`src/rtl/render_cmd_queue_if.sv`:
```
// ---------------------------------------------------------------------------
// render_cmd_queue_if: Avalon-MM slave bus plus plot-engine command stream. Rev 1.0
// ---------------------------------------------------------------------------
`default_nettype none

interface render_cmd_queue_if #(
    parameter int X_W    = 9,
    parameter int Y_W    = 8,
    parameter int CODE_W = 8
);
    logic [3:0]        slave_address;
    logic              slave_read;
    logic              slave_write;
    logic [31:0]       slave_writedata;
    logic [31:0]       slave_readdata;
    logic              slave_waitrequest;
    logic              cmd_valid;
    logic              cmd_ready;
    logic [X_W-1:0]    cmd_x;
    logic [Y_W-1:0]    cmd_y;
    logic [CODE_W-1:0] cmd_code;
    logic              engine_busy;

    modport slave (
        input  slave_address, slave_read, slave_write, slave_writedata,
        output slave_readdata, slave_waitrequest,
        output cmd_valid, cmd_x, cmd_y, cmd_code,
        input  cmd_ready, engine_busy
    );

    modport master (
        output slave_address, slave_read, slave_write, slave_writedata,
        input  slave_readdata, slave_waitrequest,
        input  cmd_valid, cmd_x, cmd_y, cmd_code,
        output cmd_ready, engine_busy
    );
endinterface

`default_nettype wire

```
`src/rtl/render_cmd_queue.sv`:
```
// ---------------------------------------------------------------------------
// render_cmd_queue: buffered register front-end queueing {code,x,y} plot commands.
// Option RENDER_CMDQ_DROP_EN: GO while full is dropped and flagged. Rev 1.0
// ---------------------------------------------------------------------------
`default_nettype none

module render_cmd_queue #(
    parameter int X_W    = 9,
    parameter int Y_W    = 8,
    parameter int CODE_W = 8,
    parameter int DEPTH  = 8,
    parameter int CNT_W  = 16
) (
    input  wire logic         clk,
    input  wire logic         rst_n,
    render_cmd_queue_if.slave bus
);
    localparam int PTR_W   = $clog2(DEPTH);
    localparam int ENTRY_W = CODE_W + X_W + Y_W;

    localparam logic [3:0] ADDR_STATUS = 4'd0;
    localparam logic [3:0] ADDR_X      = 4'd1;
    localparam logic [3:0] ADDR_Y      = 4'd2;
    localparam logic [3:0] ADDR_ISSUED = 4'd3;
    localparam logic [3:0] ADDR_CODE   = 4'd4;
    localparam logic [3:0] ADDR_GO     = 4'd6;

    logic [X_W-1:0]     x_reg;
    logic [Y_W-1:0]     y_reg;
    logic [CODE_W-1:0]  code_reg;
    logic [ENTRY_W-1:0] mem [DEPTH];
    logic [PTR_W-1:0]   wr_ptr;
    logic [PTR_W-1:0]   rd_ptr;
    logic [PTR_W:0]     count;
    logic               overflow;
    logic [CNT_W-1:0]   issued;

    logic               go_write;
    logic               empty;
    logic               full;
    logic               push;
    logic               pop;
    logic               ovf_set;
    logic               ovf_clr;
    logic [ENTRY_W-1:0] head;

    assign go_write = bus.slave_write && (bus.slave_address == ADDR_GO);
    assign empty    = (count == '0);
    assign full     = (count == (PTR_W+1)'(DEPTH));
    // Full is judged on the pre-edge count, so a same-cycle pop never lets a GO in.
    assign push     = go_write && !full;
    assign pop      = !empty && bus.cmd_ready;

`ifdef RENDER_CMDQ_DROP_EN
    assign bus.slave_waitrequest = 1'b0;
    assign ovf_set = go_write && full;
    assign ovf_clr = bus.slave_write && (bus.slave_address == ADDR_STATUS)
                     && bus.slave_writedata[3];
`else
    assign bus.slave_waitrequest = go_write && full;
    assign ovf_set = 1'b0;
    assign ovf_clr = 1'b0;
`endif

    always_ff @(posedge clk) begin
        if (!rst_n) begin
            x_reg    <= '0;
            y_reg    <= '0;
            code_reg <= '0;
            wr_ptr   <= '0;
            rd_ptr   <= '0;
            count    <= '0;
            overflow <= 1'b0;
            issued   <= '0;
        end else begin
            if (bus.slave_write) begin
                case (bus.slave_address)
                    ADDR_X:    x_reg    <= bus.slave_writedata[X_W-1:0];
                    ADDR_Y:    y_reg    <= bus.slave_writedata[Y_W-1:0];
                    ADDR_CODE: code_reg <= bus.slave_writedata[CODE_W-1:0];
                    default:   ;
                endcase
            end
            if (push) begin
                wr_ptr <= wr_ptr + PTR_W'(1);
            end
            if (pop) begin
                rd_ptr <= rd_ptr + PTR_W'(1);
                issued <= issued + CNT_W'(1);
            end
            if (push && !pop) begin
                count <= count + (PTR_W+1)'(1);
            end else if (!push && pop) begin
                count <= count - (PTR_W+1)'(1);
            end
            // A new overflow outranks a simultaneous clear.
            if (ovf_set) begin
                overflow <= 1'b1;
            end else if (ovf_clr) begin
                overflow <= 1'b0;
            end
        end
    end

    always_ff @(posedge clk) begin
        if (push) begin
            mem[wr_ptr] <= {code_reg, x_reg, y_reg};
        end
    end

    // Storage is not reset, so the head is masked while the queue is empty.
    assign head          = empty ? '0 : mem[rd_ptr];
    assign bus.cmd_valid = !empty;
    assign bus.cmd_code  = head[ENTRY_W-1 -: CODE_W];
    assign bus.cmd_x     = head[Y_W +: X_W];
    assign bus.cmd_y     = head[Y_W-1:0];

    always_comb begin
        bus.slave_readdata = '0;
        if (bus.slave_read && !bus.slave_waitrequest) begin
            case (bus.slave_address)
                ADDR_STATUS: begin
                    bus.slave_readdata[0]    = empty;
                    bus.slave_readdata[1]    = full;
                    bus.slave_readdata[2]    = empty && !bus.engine_busy;
                    bus.slave_readdata[3]    = overflow;
                    bus.slave_readdata[15:8] = 8'(count);
                end
                ADDR_X:      bus.slave_readdata[X_W-1:0]    = x_reg;
                ADDR_Y:      bus.slave_readdata[Y_W-1:0]    = y_reg;
                ADDR_CODE:   bus.slave_readdata[CODE_W-1:0] = code_reg;
                ADDR_ISSUED: bus.slave_readdata[CNT_W-1:0]  = issued;
                default:     bus.slave_readdata = '0;
            endcase
        end
    end
endmodule

`default_nettype wire

```
`src/flat_wrapper.sv`:
```
// flat-port wrapper written by rule: the top's interface ports become plain ports
module render_cmd_queue_flat 
#(
    parameter int X_W    = 9,
    parameter int Y_W    = 8,
    parameter int CODE_W = 8,
    parameter int DEPTH  = 8,
    parameter int CNT_W  = 16
)
  (clk, rst_n, bus_slave_address, bus_slave_read, bus_slave_write, bus_slave_writedata, bus_slave_readdata, bus_slave_waitrequest, bus_cmd_valid, bus_cmd_x, bus_cmd_y, bus_cmd_code, bus_cmd_ready, bus_engine_busy);
  render_cmd_queue_if #(.X_W(X_W), .Y_W(Y_W), .CODE_W(CODE_W)) bus_i ();
  input  wire logic clk;
  input  wire logic rst_n;
  input wire logic [$bits(bus_i.slave_address)-1:0] bus_slave_address;
  input wire logic [$bits(bus_i.slave_read)-1:0] bus_slave_read;
  input wire logic [$bits(bus_i.slave_write)-1:0] bus_slave_write;
  input wire logic [$bits(bus_i.slave_writedata)-1:0] bus_slave_writedata;
  output wire logic [$bits(bus_i.slave_readdata)-1:0] bus_slave_readdata;
  output wire logic [$bits(bus_i.slave_waitrequest)-1:0] bus_slave_waitrequest;
  output wire logic [$bits(bus_i.cmd_valid)-1:0] bus_cmd_valid;
  output wire logic [$bits(bus_i.cmd_x)-1:0] bus_cmd_x;
  output wire logic [$bits(bus_i.cmd_y)-1:0] bus_cmd_y;
  output wire logic [$bits(bus_i.cmd_code)-1:0] bus_cmd_code;
  input wire logic [$bits(bus_i.cmd_ready)-1:0] bus_cmd_ready;
  input wire logic [$bits(bus_i.engine_busy)-1:0] bus_engine_busy;
  assign bus_i.slave_address = bus_slave_address;
  assign bus_i.slave_read = bus_slave_read;
  assign bus_i.slave_write = bus_slave_write;
  assign bus_i.slave_writedata = bus_slave_writedata;
  assign bus_slave_readdata = bus_i.slave_readdata;
  assign bus_slave_waitrequest = bus_i.slave_waitrequest;
  assign bus_cmd_valid = bus_i.cmd_valid;
  assign bus_cmd_x = bus_i.cmd_x;
  assign bus_cmd_y = bus_i.cmd_y;
  assign bus_cmd_code = bus_i.cmd_code;
  assign bus_i.cmd_ready = bus_cmd_ready;
  assign bus_i.engine_busy = bus_engine_busy;
  render_cmd_queue #(.X_W(X_W), .Y_W(Y_W), .CODE_W(CODE_W), .DEPTH(DEPTH), .CNT_W(CNT_W)) u_core (.clk(clk), .rst_n(rst_n), .bus(bus_i));
endmodule
```
`config.mk`:
```
export PLATFORM = sky130hd
export DESIGN_NAME = render_cmd_queue_flat
export DESIGN_NICKNAME = d
export VERILOG_FILES = /design/src/rtl/render_cmd_queue_if.sv /design/src/rtl/render_cmd_queue.sv /design/src/flat_wrapper.sv
export SDC_FILE = /design/constraint.sdc
export NUM_CORES = 1
export LEC_CHECK = 0
export ABC_AREA = 1
export CAP_MARGIN = 40
export CELL_PAD_IN_SITES_DETAIL_PLACEMENT = 0
export CELL_PAD_IN_SITES_GLOBAL_PLACEMENT = 2
export CORE_ASPECT_RATIO = 1.5
export CORE_MARGIN = 3
export CORE_UTILIZATION = 38
export CTS_BUF_LIST = sky130_fd_sc_hd__clkbuf_8
export CTS_CLUSTER_SIZE = 20
export DETAILED_ROUTE_END_ITERATION = 8
export PLACE_DENSITY_LB_ADDON = 0.1
export RECOVER_POWER = 100
export SLEW_MARGIN = 20
export SYNTH_ARGS = -nofsm -noshare
export SYNTH_HDL_FRONTEND = slang
export SYNTH_SLANG_ARGS = --single-unit
```
`constraint.sdc`:
```
create_clock -name clk -period 4.25 [get_ports clk]
set_input_delay 0.85 -clock clk [delete_from_list [all_inputs] [get_ports clk]]
set_output_delay 0.85 -clock clk [all_outputs]
set_load 0.02 [all_outputs]
```
Word level (Yosys, flattened, before mapping)
Memories as Yosys holds them, arrays and structs flattened. A register that Yosys moved wholly into a read port is not among the register bits.
Cells that the tools add are included.
- output and inout bits: 59
- input port bits: 42
- memories kept: 1
- word-level logic and storage cells: 51
- bits in writable memories: 200
- bits in registers: 51
- bits in latches: 0
- memory bits (read-only): 0
- shift-type cells: 0
- multiply operators: 0
- equality and inequality tests: 6
- multiplexer cells: 12
- bitwise gates (word level): 0
- divide/modulo/power cells: 0
- reductions and logical operators: 20
- $add $sub $neg: 5
- magnitude comparators: 0
- memories (name ; words ; bits a word ; read ports ; clocked after Yosys merged registers in ; write ports ; line ; RTL):
    u_core.mem ; 8 ; 25 ; 1 ; 1 ; 1 ; render_cmd_queue.sv:31 ; logic [ENTRY_W-1:0] mem [DEPTH];
- operator list (cell ; count):
    25-bit two-way mux ; 1
    4-bit case mux with 5 select lines ; 1
    16-bit by 1-bit adder with 16-bit output, second input constant ; 1
    16-bit two-way mux ; 1
    4-bit case mux with 4 select lines ; 1
    7-bit case mux with 2 select lines ; 1
    4-bit by 2-bit == test with 1-bit output, second input constant ; 2
    4-bit by 3-bit == test with 1-bit output, second input constant ; 2
    1-bit logical AND ; 8
    4-bit zero test ; 2
    4-bit two-way mux ; 2
    3-bit by 1-bit adder with 3-bit output, second input constant ; 2
    1-bit zero test ; 6
    3-bit two-way mux ; 2
    2-bit AND reduction ; 3
    4-bit by 1-bit adder with 4-bit output, second input constant ; 1
    4-bit by 1-bit == test with 1-bit output, second input constant ; 1
    4-bit == test, second input constant ; 1
    4-bit by 1-bit subtractor with 4-bit output, second input constant ; 1
    1-bit case mux with 3 select lines ; 1
    1-bit two-way mux ; 2
    2-bit nonzero test ; 1

Depth between registers and ports, before layout
- depth in word-level cells: 7
- depth in mapped cells: 15
- mapped depth without buffers: 15

Least setup slack after synthesis
OpenSTA, ideal clock, no wires.
- path type: input to register
- start: in bus_slave_address[0]
- end: mem u_core.mem[5][0] (netlist name), enable pin
- path slack: 0.662 ns
- required time: 3.812 ns
- stages: 7
- data arrival time: 3.149 ns
- setup time: 0.438 ns
- buffers on the path: 0
- path through: inv_1 -> nand2_1 -> nor2_2 -> nand3_2 -> inv_1 -> nand2_1 -> nor3_1
- cells in the longest elaborated chain, start to end: 5
- RTL lines (element ; line ; RTL):
    start, declared ; flat_wrapper.sv:14 ; input wire logic [$bits(bus_i.slave_address)-1:0] bus_slave_address;
    4-bit by 3-bit == test with 1-bit output ; render_cmd_queue.sv:47 ; assign go_write = bus.slave_write && (bus.slave_address == ADDR_GO);
    1-bit logical AND ; render_cmd_queue.sv:47 ;
    1-bit logical AND ; render_cmd_queue.sv:51 ; assign push = go_write && !full;
    net u_core.push ; render_cmd_queue.sv:41 ; logic push;
    1-bit two-way mux ; render_cmd_queue.sv:106 ; if (push) begin
    1-bit two-way mux (implied by the code) ; render_cmd_queue.sv:107 ; mem[wr_ptr] <= {code_reg, x_reg, y_reg};
    end, declared ; render_cmd_queue.sv:31 ;
The timed path passes the listed nets, and every way through them passes these cells.

Final worst setup path
- start: in bus_slave_address[1]
- end: out bus_slave_readdata[7]
- cells in the longest elaborated chain, start to end: 6
- elaborated cells between the ends (all ways): 11
- classes of those cells: 5 x eq/ne; 2 x mux; 4 x reduce/logical
- RTL lines (element ; line ; RTL):
    4-bit by 3-bit == test with 1-bit output ; render_cmd_queue.sv:47 ;
    1-bit logical AND ; render_cmd_queue.sv:47 ;
    1-bit logical AND ; render_cmd_queue.sv:60 ; assign bus.slave_waitrequest = go_write && full;
    1-bit zero test ; render_cmd_queue.sv:120 ; if (bus.slave_read && !bus.slave_waitrequest) begin
    1-bit logical AND ; render_cmd_queue.sv:120 ;
    16-bit two-way mux (*) ; render_cmd_queue.sv:120 ;
    end, declared ; flat_wrapper.sv:18 ; output wire logic [$bits(bus_i.slave_readdata)-1:0] bus_slave_readdata;
Every way passes the cells marked *; elsewhere a longest branch is shown, timed or not.

==> qor.csv <==
metric,value,unit
async_flop_share,0,%
dr_total_vias,7360,
ys_seq_elements,254,
clk_pin_slew_worst_paths,0.06,ns
dominantRegCellSynth,edfxtp_1,
synth.area.mux_share,0,%
area_delta_synth_final,15.2,%
antenna_found_initial,0,
synth_edf_count,200,
vdd_drop_max,0.470,mV
port_buffers,61,
worstSetupPathType,input port to output port,
max_cap_violations,2,
grt_pass1_vias,7249,
dpl_cell_area,11800,um2
violations,"max-capacitance violations, max-slew violations",
worstMarginPinSlew,1.81,ns
die-area,30500,um2
viasPerCell,4.91,
cts_hold_buf,0,
finalCritPeriodShare,93.2,%
synth_warnings,0,
r2r_cells,7,
cp.required,3.40,ns
overflow,0,
worst_setup_path_start_kind,input port,
status,finished with violations,
min_path_type,flip-flop to flip-flop,
synth_top_family_by_area,simple AND/OR/NAND/NOR gates,
clock_path_buffers,3,
tns,0,ns
total_power,6.62,mW
wire_per_inst,18.3,um
cts.sinks,254,
rsz0062_at_grt,false,
end_kind,output port,
mostFrequentLayoutCells,"284 x nor2_1, 200 x edfxtp_1, 180 x o21ai_0",
largest_register_ffs,200,
leakagePower,4.66,nW
setup_viol,0,
grt_use_total,18.2,%
stdcell_area,12400,um2
synthAdderAreaFrac,0.882,%
numCtsBuffers,39,
cts_tree,yes,
routed_wl,27400,um
grt_max_degree,101,
fin_hold_ws,0.491,ns
drive_gt1_share,7.09,%
layout_commonest_cell,nor2_1,
worstHoldStart,u_core.rd_ptr[0],
post_cts_buffers,0,
synth_cells,1060,
ios,101,
rows,74,
max_freq,0.253,GHz
synth-xor-area-share,0.569,%
grt_pass1_wl,41700,um
worst_ep_arrival_time,3.11,ns
skew,0.0187,ns
firstDrtPassIters,5,
gp_congestion,0.789,
avgSynthCellArea,10.2,um2
core-area,27600,um2
synth-compound-area-share,11.4,%
antenna_cells,0,
timing.rr.start,u_core.count[0],
ant_nets,0,
nNetsFinal,1182,
min_period,3.96,ns
drc,0,
holdPathStages,2,
die_w,144,um
htree_levels,2,
reg2reg_slack,1.04,ns
seq_area_frac_synth,65.7,%
initial_utilization,39.1,%
dpl.hpwl,16600,um
drv_slew,62,
slew_headroom,-21.0,%
timing.rr.end,u_core.mem[7][2],
synth_cell_types,36,
syn_area,10800,um2
power_density,533,nW/um2
synthSimpleGateAreaFrac,16.4,%
first_iter_violations,348,
clk_latency,0.55,ns
hold_viol,0,
die_h,212,um
cts_root_buffer,clkbuf_8,
post_cts_resized,0,
cp_max_fo,16,
[worst max path at each step]
stage | startpoint | to | slack, ns | depth (start not counted)
2_1_floorplan | bus_slave_address[0] | u_core.mem[5][0] | 0.66 | 7
3_3_place_gp | bus_slave_address[1] | bus_slave_readdata[6] | 0.47 | 8
3_5_place_dp | bus_slave_address[2] | bus_slave_readdata[4] | 0.47 | 9
4_1_cts | bus_slave_address[2] | bus_slave_readdata[4] | 0.46 | 9
5_1_grt | bus_slave_address[1] | bus_slave_readdata[6] | 0.14 | 8
6_report | bus_slave_address[1] | bus_slave_readdata[7] | 0.29 | 7
[routing by layer]
layer	global-route usage [%]	up-vias	wire (um)
li1	-	3730	-
met3	2.81	32	871
met2	34.6	112	15000
met4	5.23	0	478
met1	20.8	3486	11000
met5	0	-	0
[area by class of cell]
class,count,area (um2)
Clock buffer,42,578
Clock inverter,22,165
Fill cell,2687,15200
Inverter,43,161
Multi-Input combinational cell,712,3200
Sequential cell,254,7090
Tap cell,342,428
Timing Repair Buffer,83,788
[cells in the mapped netlist (3+ instances only)]
master / instances / share of area [%]
a21oi_1: 32 / 1.5
buf_2: 8 / 0.37
buf_4: 24 / 1.7
clkbuf_1: 25 / 0.87
clkbuf_2: 6 / 0.28
dfxtp_1: 54 / 10
edfxtp_1: 200 / 56
ha_1: 6 / 0.70
inv_1: 39 / 1.4
inv_2: 3 / 0.10
nand2_1: 109 / 3.8
nand3_1: 22 / 1.0
nand3_2: 3 / 0.28
nand4_1: 3 / 0.17
nor2_1: 284 / 9.9
nor2_2: 3 / 0.17
nor3_1: 7 / 0.32
o21ai_0: 180 / 8.4
o21ai_1: 25 / 1.2
xor2_1: 5 / 0.41
[power breakdown]
part | switching (mW) | internal (mW) | leakage, nW
Sequential | 0.0801 | 2.70 | 2.43
Combinational | 1.22 | 0.647 | 1.81
Clock | 0.891 | 1.08 | 0.423
[critical path: stages]
cell and delay, ns:
dlygate4sd3_1 0.62, nand2_1 0.10, nor2_1 0.18, nand2_1 0.13, o21ai_4 0.41, a31oi_1 0.13, dlygate4sd3_1 0.68
[cell families after synthesis]
family	count (synthesis)
and+or+nand+nor	440
other	1
adders and majority gates	7
xor gates and xnor gates	7
AOI/OAI and AO/OA	242
buffers and inverters	109
DFF	254
[through the flow]
stage / util (%) / instances / setup slack, ns
finish: 45.0 / 1498 / 0.291
global route: 45.0 / 1498 / 0.144
CTS: 45.3 / 1498 / 0.461
detailed placement: 42.6 / 1434 / 0.474
global placement: 42.6 / 1434 / 0.467
floorplan: - / 1075 / 0.662
Power figures use the tool's default switching activity.
==> edit 1: new RTL, config.mk and constraints unchanged <==
Make the reset (`rst_n`) asynchronous in one clocked block.
--- a/src/rtl/render_cmd_queue.sv
+++ b/src/rtl/render_cmd_queue.sv
@@ -63,5 +63,5 @@
 `endif
 
-    always_ff @(posedge clk) begin
+    always_ff @(posedge clk or negedge rst_n) begin
         if (!rst_n) begin
             x_reg    <= '0;
Check against the original RTL: differs if rst_n is asserted again (counterexample within 4 cycles, from zero or initial values and one cycle with rst_n low); with rst_n held inactive, the same outputs for 4 cycles.
==> edit 1 against the original RTL <==
The flow still finishes with violations (capacitance limit, slew limit); final area rose by 1.3%; maximum frequency down 1.1%; critical path depth is the same; via count is 0.90% lower; area after synthesis increased by 1.6%; power up 20%; sequential share of layout area grew 0.84 points; largest cell class unchanged; core utilization fell by 0.33 points; sequential cell count down 3; first-iteration DRC count decreased by 6.0%; worst setup slack worse by 0.043 ns; count of clock-buffer cells in the layout is 1 higher; register-to-register slack better by 0.28 ns; routed wire length is 1.4% lower.
==> edit 1: results (changes against the original RTL) <==
INFO  clocking       cts_repair_resize_count=0 [unchanged]
INFO  routing        wirelength=27.0mm [-1.4%]
INFO  layout         final_layout_size_suffix_gt1_share=7.92% [+0.83 points]
INFO  layout         fin_cells=1,495 [-0.20%]
INFO  setup_path     cp.arrival=3.15ns [+0.04 ns]
INFO  placed_design  placed_cell_area=12,000squm [+1.7%]
INFO  timing         slew-limit-headroom=-5.80% [+15 points]
INFO  placed_design  numPlacedInstances=1,427 [-0.49%]
INFO  yosys          post_synth_most_frequent_cells=sky130_fd_sc_hd__nor2_1 (271), sky130_fd_sc_hd__edfxtp_1 (200), sky130_fd_sc_hd__nand2_1 (161), sky130_fd_sc_hd__o21ai_0 (136), sky130_fd_sc_hd__dfrtp_1 (51)
INFO  placed_design  dp.final_hpwl=16.6mm [+0.55%]
INFO  clocking       tritoncts_buffers=40 [+2.6%]
INFO  worst_hold_path min_from=u_core.issued[15]$_DFFE_PN0P_
INFO  yosys          async_sr_flop_fraction=20.3% [+20 points]
INFO  routing        vias_per_cell=4.88 [-0.70%]
INFO  clocking       worst_skew_pair.late_latency=0.53ns [-0.02 ns]
INFO  yosys          ys_top_cells_by_area=sky130_fd_sc_hd__edfxtp_1 (55%), sky130_fd_sc_hd__dfrtp_1 (12%), sky130_fd_sc_hd__nor2_1 (9.3%)
INFO  yosys          count_of_flip_flops_with_a_built_in_enable_after_synthesis=200 [unchanged]
INFO  routing        drt-pass1-iter-count=4 [-1]
INFO  timing         slew_violations=28 [-55%]
INFO  global_routing vias_in_the_first_global_route=7,263 [+0.19%]
INFO  clocking       ctsLongestPathBuffers=3 [unchanged]
INFO  timing         worst_clock_skew=0.0167ns [-0.00201 ns]
INFO  placed_design  gp_routability_congestion=0.752 [-4.7%]
INFO  layout         nNetsFinal=1,172 [-0.85%]
INFO  setup_path     slowest_delay=0.65ns [-0.03 ns]
INFO  placed_design  pre_cts_slack=0.421ns [-0.0525 ns]
INFO  yosys          synth_cell_types=35 [-2.8%]
INFO  global_routing grt_max_degree=69 [-32%]
INFO  routing        dr.first_iter.drc_count=327 [-6.0%]
INFO  yosys          synth_seq_area_share=66.5% [+0.78 points]
INFO  power_and_ir_drop power.static_leakage=0.00482uW [+3.6%]
INFO  yosys          synthesis.area_per_instance=10.5squm [+3.2%]
INFO  global_routing grt_first_pass_wirelength=41.6mm [-0.27%]
INFO  setup_path     r2r_path_start=u_core.count[0]$_DFFE_PN0P_
INFO  run_status     run_status=finished, violations left
INFO  power_and_ir_drop ir_worst_vdd=0.000329V [-30%]
INFO  job            max-cap-violations=2 [unchanged]
INFO  global_routing track_usage=17.8% [-0.35 points]
INFO  run_status     failed_checks=capacitance limit, slew limit
[edit 1: cell types whose count changed after synthesis, sizes merged, moves of 15 or more]
cell and delta:
a21oi -28, clkbuf -17, dfrtp +51, dfxtp -54, nand2 +57, nand3 +15, o21ai -48
[edit 1: cells by family (layout without fill, tap and decap cells)]
logic type / after synthesis / in the layout / synth area share, %
DFF: 251 / 251 / 66.5
AOI/OAI and AO/OA: 164 / 164 / 7.89
and+or+nand+nor: 503 / 503 / 18.9
adders and majority gates: 7 / 7 / 0.869
buffers and inverters: 103 / 194 / 4.69
other: 1 / 16 / 0.0343
xor gates and xnor gates: 14 / 14 / 1.12
[edit 1: cell type report]
type | count | area, sq um
fill | 2723 | 15600
inverter | 42 | 158
tap | 346 | 433
clock inverter | 25 | 125
multi-input combinational | 704 | 3170
clock buffer | 43 | 592
sequential | 251 | 7290
timing repair buffer | 84 | 810
[edit 1: final timing paths]
path,endpoint,slack (ns),depth (start not counted)
min in group asynchronous,u_core.issued[9]$_DFFE_PN0P_,0.67,1
min,u_core.issued[15]$_DFFE_PN0P_,0.50,2
min reg2reg,u_core.issued[15]$_DFFE_PN0P_,0.50,2
max reg2reg,u_core.count[3]$_DFFE_PN0P_,1.32,13
max,bus_slave_readdata[2],0.25,7
max in group asynchronous,u_core.y_reg[5]$_DFFE_PN0P_,1.44,2
[edit 1: metal layers]
layer  share of wire [%]  up-vias  routed length, microns  track usage, %
li1                    -     3636                       -               -
met1                  42     3482                   11200            21.7
met2                  52      131                   14200            31.9
met3                 3.2       45                     868            2.97
met4                 2.8        0                     744            6.21
met5                   0        -                       0               0
[edit 1: report_power, final]
part / total, uW / switching (uW) / internal [uW]
combinational: 2800 / 1750 / 1040
clock: 1890 / 901 / 986
sequential: 3250 / 343 / 2900
==> edit 2: new RTL, same settings <==
Without the edit above. Build with the macro `RENDER_CMDQ_DROP_EN` defined.
--- a/src/rtl/render_cmd_queue.sv
+++ b/src/rtl/render_cmd_queue.sv
@@ -4,4 +4,6 @@
 // ---------------------------------------------------------------------------
 `default_nettype none
+
+`define RENDER_CMDQ_DROP_EN
 
 module render_cmd_queue #(
Check against the original RTL: no difference found for any inputs over 4 cycles, from zero or initial values and one cycle with rst_n low; that may be too few to reach the edited logic, so the function may still have changed.
==> edit 2 against the original RTL <==
Area after synthesis is 1.1% higher; worst setup slack better by 0.027 ns; the run still ends with capacitance limit, slew limit left; highest routed layer unchanged; final area is 1.3% higher; global-route usage is 0.52 points higher; power is 7.6% higher; routed wire length is 2.2% higher; maximum frequency is 0.70% higher; sequential cell count is 1 higher; clock skew hardly changed.
==> edit 2: results (changes against the original RTL) <==
INFO  layout         nNetsFinal=1,185 [+0.25%]
INFO  power_and_ir_drop ir_worst_vdd=0.000449V [-4.5%]
INFO  layout         fillers=2,744 [+2.1%]
INFO  global_routing vias_in_the_first_global_route=7,617 [+5.1%]
INFO  yosys          synth_cell_types=34 [-5.6%]
INFO  clocking       tritoncts_buffers=40 [+2.6%]
INFO  yosys          ys_top_cells_by_area=sky130_fd_sc_hd__edfxtp_1 (55%), sky130_fd_sc_hd__dfxtp_1 (10%), sky130_fd_sc_hd__nor2_1 (9.4%)
INFO  layout         antennaDiodeCount=0 [unchanged]
INFO  job            max-cap-violations=5 [+3]
INFO  yosys          async_sr_flop_fraction=0% [unchanged]
INFO  layout         largest_reg_flops=200 [unchanged]
INFO  run_status     failed_checks=capacitance limit, slew limit
INFO  layout         final_layout_size_suffix_gt1_share=7.56% [+0.47 points]
INFO  timing         slew-limit-headroom=-35.7% [-15 points]
INFO  placed_design  dp.final_hpwl=17.3mm [+4.3%]
INFO  setup_path     setup.worst_path.class=in -> out
INFO  run_status     run_status=finished, violations left
INFO  setup_path     setup.worst_path.start=bus_slave_address[0]
INFO  routing        vias_per_cell=4.97 [+1.1%]
INFO  routing        dr.first_iter.drc_count=467 [+34%]
INFO  routing        drt-pass1-iter-count=4 [-1]
INFO  timing         worst_clock_skew=0.0190ns [+0.000292 ns]
INFO  setup_path     slowest_delay=0.70ns [+0.02 ns]
INFO  global_routing grt_first_pass_wirelength=43.6mm [+4.5%]
INFO  placed_design  gp_routability_congestion=0.768 [-2.6%]
INFO  global_routing track_usage=18.7% [+0.52 points]
INFO  placed_design  buffer_ports.inserted=60 [-1.6%]
INFO  power_and_ir_drop power.static_leakage=0.00458uW [-1.6%]
INFO  clocking       ctsLongestPathBuffers=3 [unchanged]
INFO  routing        wirelength=28.0mm [+2.2%]
INFO  worst_hold_path min_from=u_core.rd_ptr[2]$_SDFFE_PN0P_
INFO  yosys          synth_seq_area_share=65.2% [-0.50 points]
INFO  timing         slew_violations=130 [+110%]
INFO  setup_path     timing.critical_path.fanout_max=9 [-7]
INFO  setup_path     cp.arrival=3.08ns [-0.03 ns]
INFO  yosys          post_synth_most_frequent_cells=sky130_fd_sc_hd__nor2_1 (274), sky130_fd_sc_hd__edfxtp_1 (200), sky130_fd_sc_hd__o21ai_0 (197), sky130_fd_sc_hd__nand2_1 (86), sky130_fd_sc_hd__dfxtp_1 (55)
==> edit 2: changes by cell type after synthesis, moves of 3 or more <==
cell,delta
sky130_fd_sc_hd__nor3_1,+8
sky130_fd_sc_hd__o21ai_0,+17
sky130_fd_sc_hd__nor2_1,-10
sky130_fd_sc_hd__nand3_1,-6
sky130_fd_sc_hd__nand3_2,-3
sky130_fd_sc_hd__inv_1,+12
sky130_fd_sc_hd__nand2_4,+4
sky130_fd_sc_hd__nand2_1,-23
sky130_fd_sc_hd__nor2_4,+5
==> edit 2: report_power, final <==
group / total, uW / internal, uW / switching (uW)
combinational: 2080 / 742 / 1330
sequential: 2840 / 2720 / 118
clock: 2210 / 1280 / 930
==> edit 2: area by class of cell <==
cell class                 count  area [sq um]  area share, %
sequential                   255          7110           56.5
multi-input combinational    704          3190           25.4
timing repair buffer          79           774           6.16
clock buffer                  42           578           4.60
tap                          346           433           3.44
clock inverter                28           277           2.20
inverter                      56           213           1.69
==> edit 2: per-stage QoR <==
stage	setup slack [ns]	hold WS (ns)	utilization (%)	instances	cell area [sq um]
2_1_floorplan	0.108	0.433	-	1081	11000
3_5_place_dp	0.403	0.464	42.1	1440	11900
6_report	0.318	0.467	44.7	1510	12600
5_1_grt	0.135	0.506	44.7	1510	12600
3_3_place_gp	0.377	0.448	42.1	1440	11900
4_1_cts	0.390	0.475	45.1	1510	12700
==> edit 2: cells by family (layout without fill, tap and decap cells) <==
| family | count (synthesis) | in the layout | synth area share, % |
|---|---|---|---|
| xor+xnor | 4 | 4 | 0.322 |
| flops | 255 | 255 | 65.2 |
| other cells | 1 | 17 | 0.0344 |
| simple gates | 418 | 418 | 16.2 |
| fa+ha+maj | 7 | 7 | 0.873 |
| compound gates | 258 | 258 | 12.0 |
| buf+inv | 122 | 205 | 5.39 |
==> edit 2: routing by layer <==
layer	GRT usage [%]	share of wire, %	vias to the layer above
met4	6.34	2.9	0
met2	35.2	54	142
met3	3.15	3.4	50
li1	-	-	3750
met1	21.2	40	3558
met5	0	0	-
==> edit 2: worst paths after layout <==
check / slack (ns) / cells past startpoint / endpoint
worst max-delay path: 0.32 / 9 / bus_slave_readdata[0]
worst min-delay path: 0.47 / 2 / u_core.rd_ptr[2]$_SDFFE_PN0P_
worst max register to register: 0.98 / 7 / u_core.mem[6][6]$_DFFE_PP_
worst min register to register: 0.47 / 2 / u_core.rd_ptr[2]$_SDFFE_PN0P_
==> edit 2: worst max-delay path: cells and delay by family <==
family	cells	cell delay [ns]
buffers and inverters	3	1.43
AND/OR/NAND/NOR	4	0.55
AO/OA/AOI/OAI	2	0.25
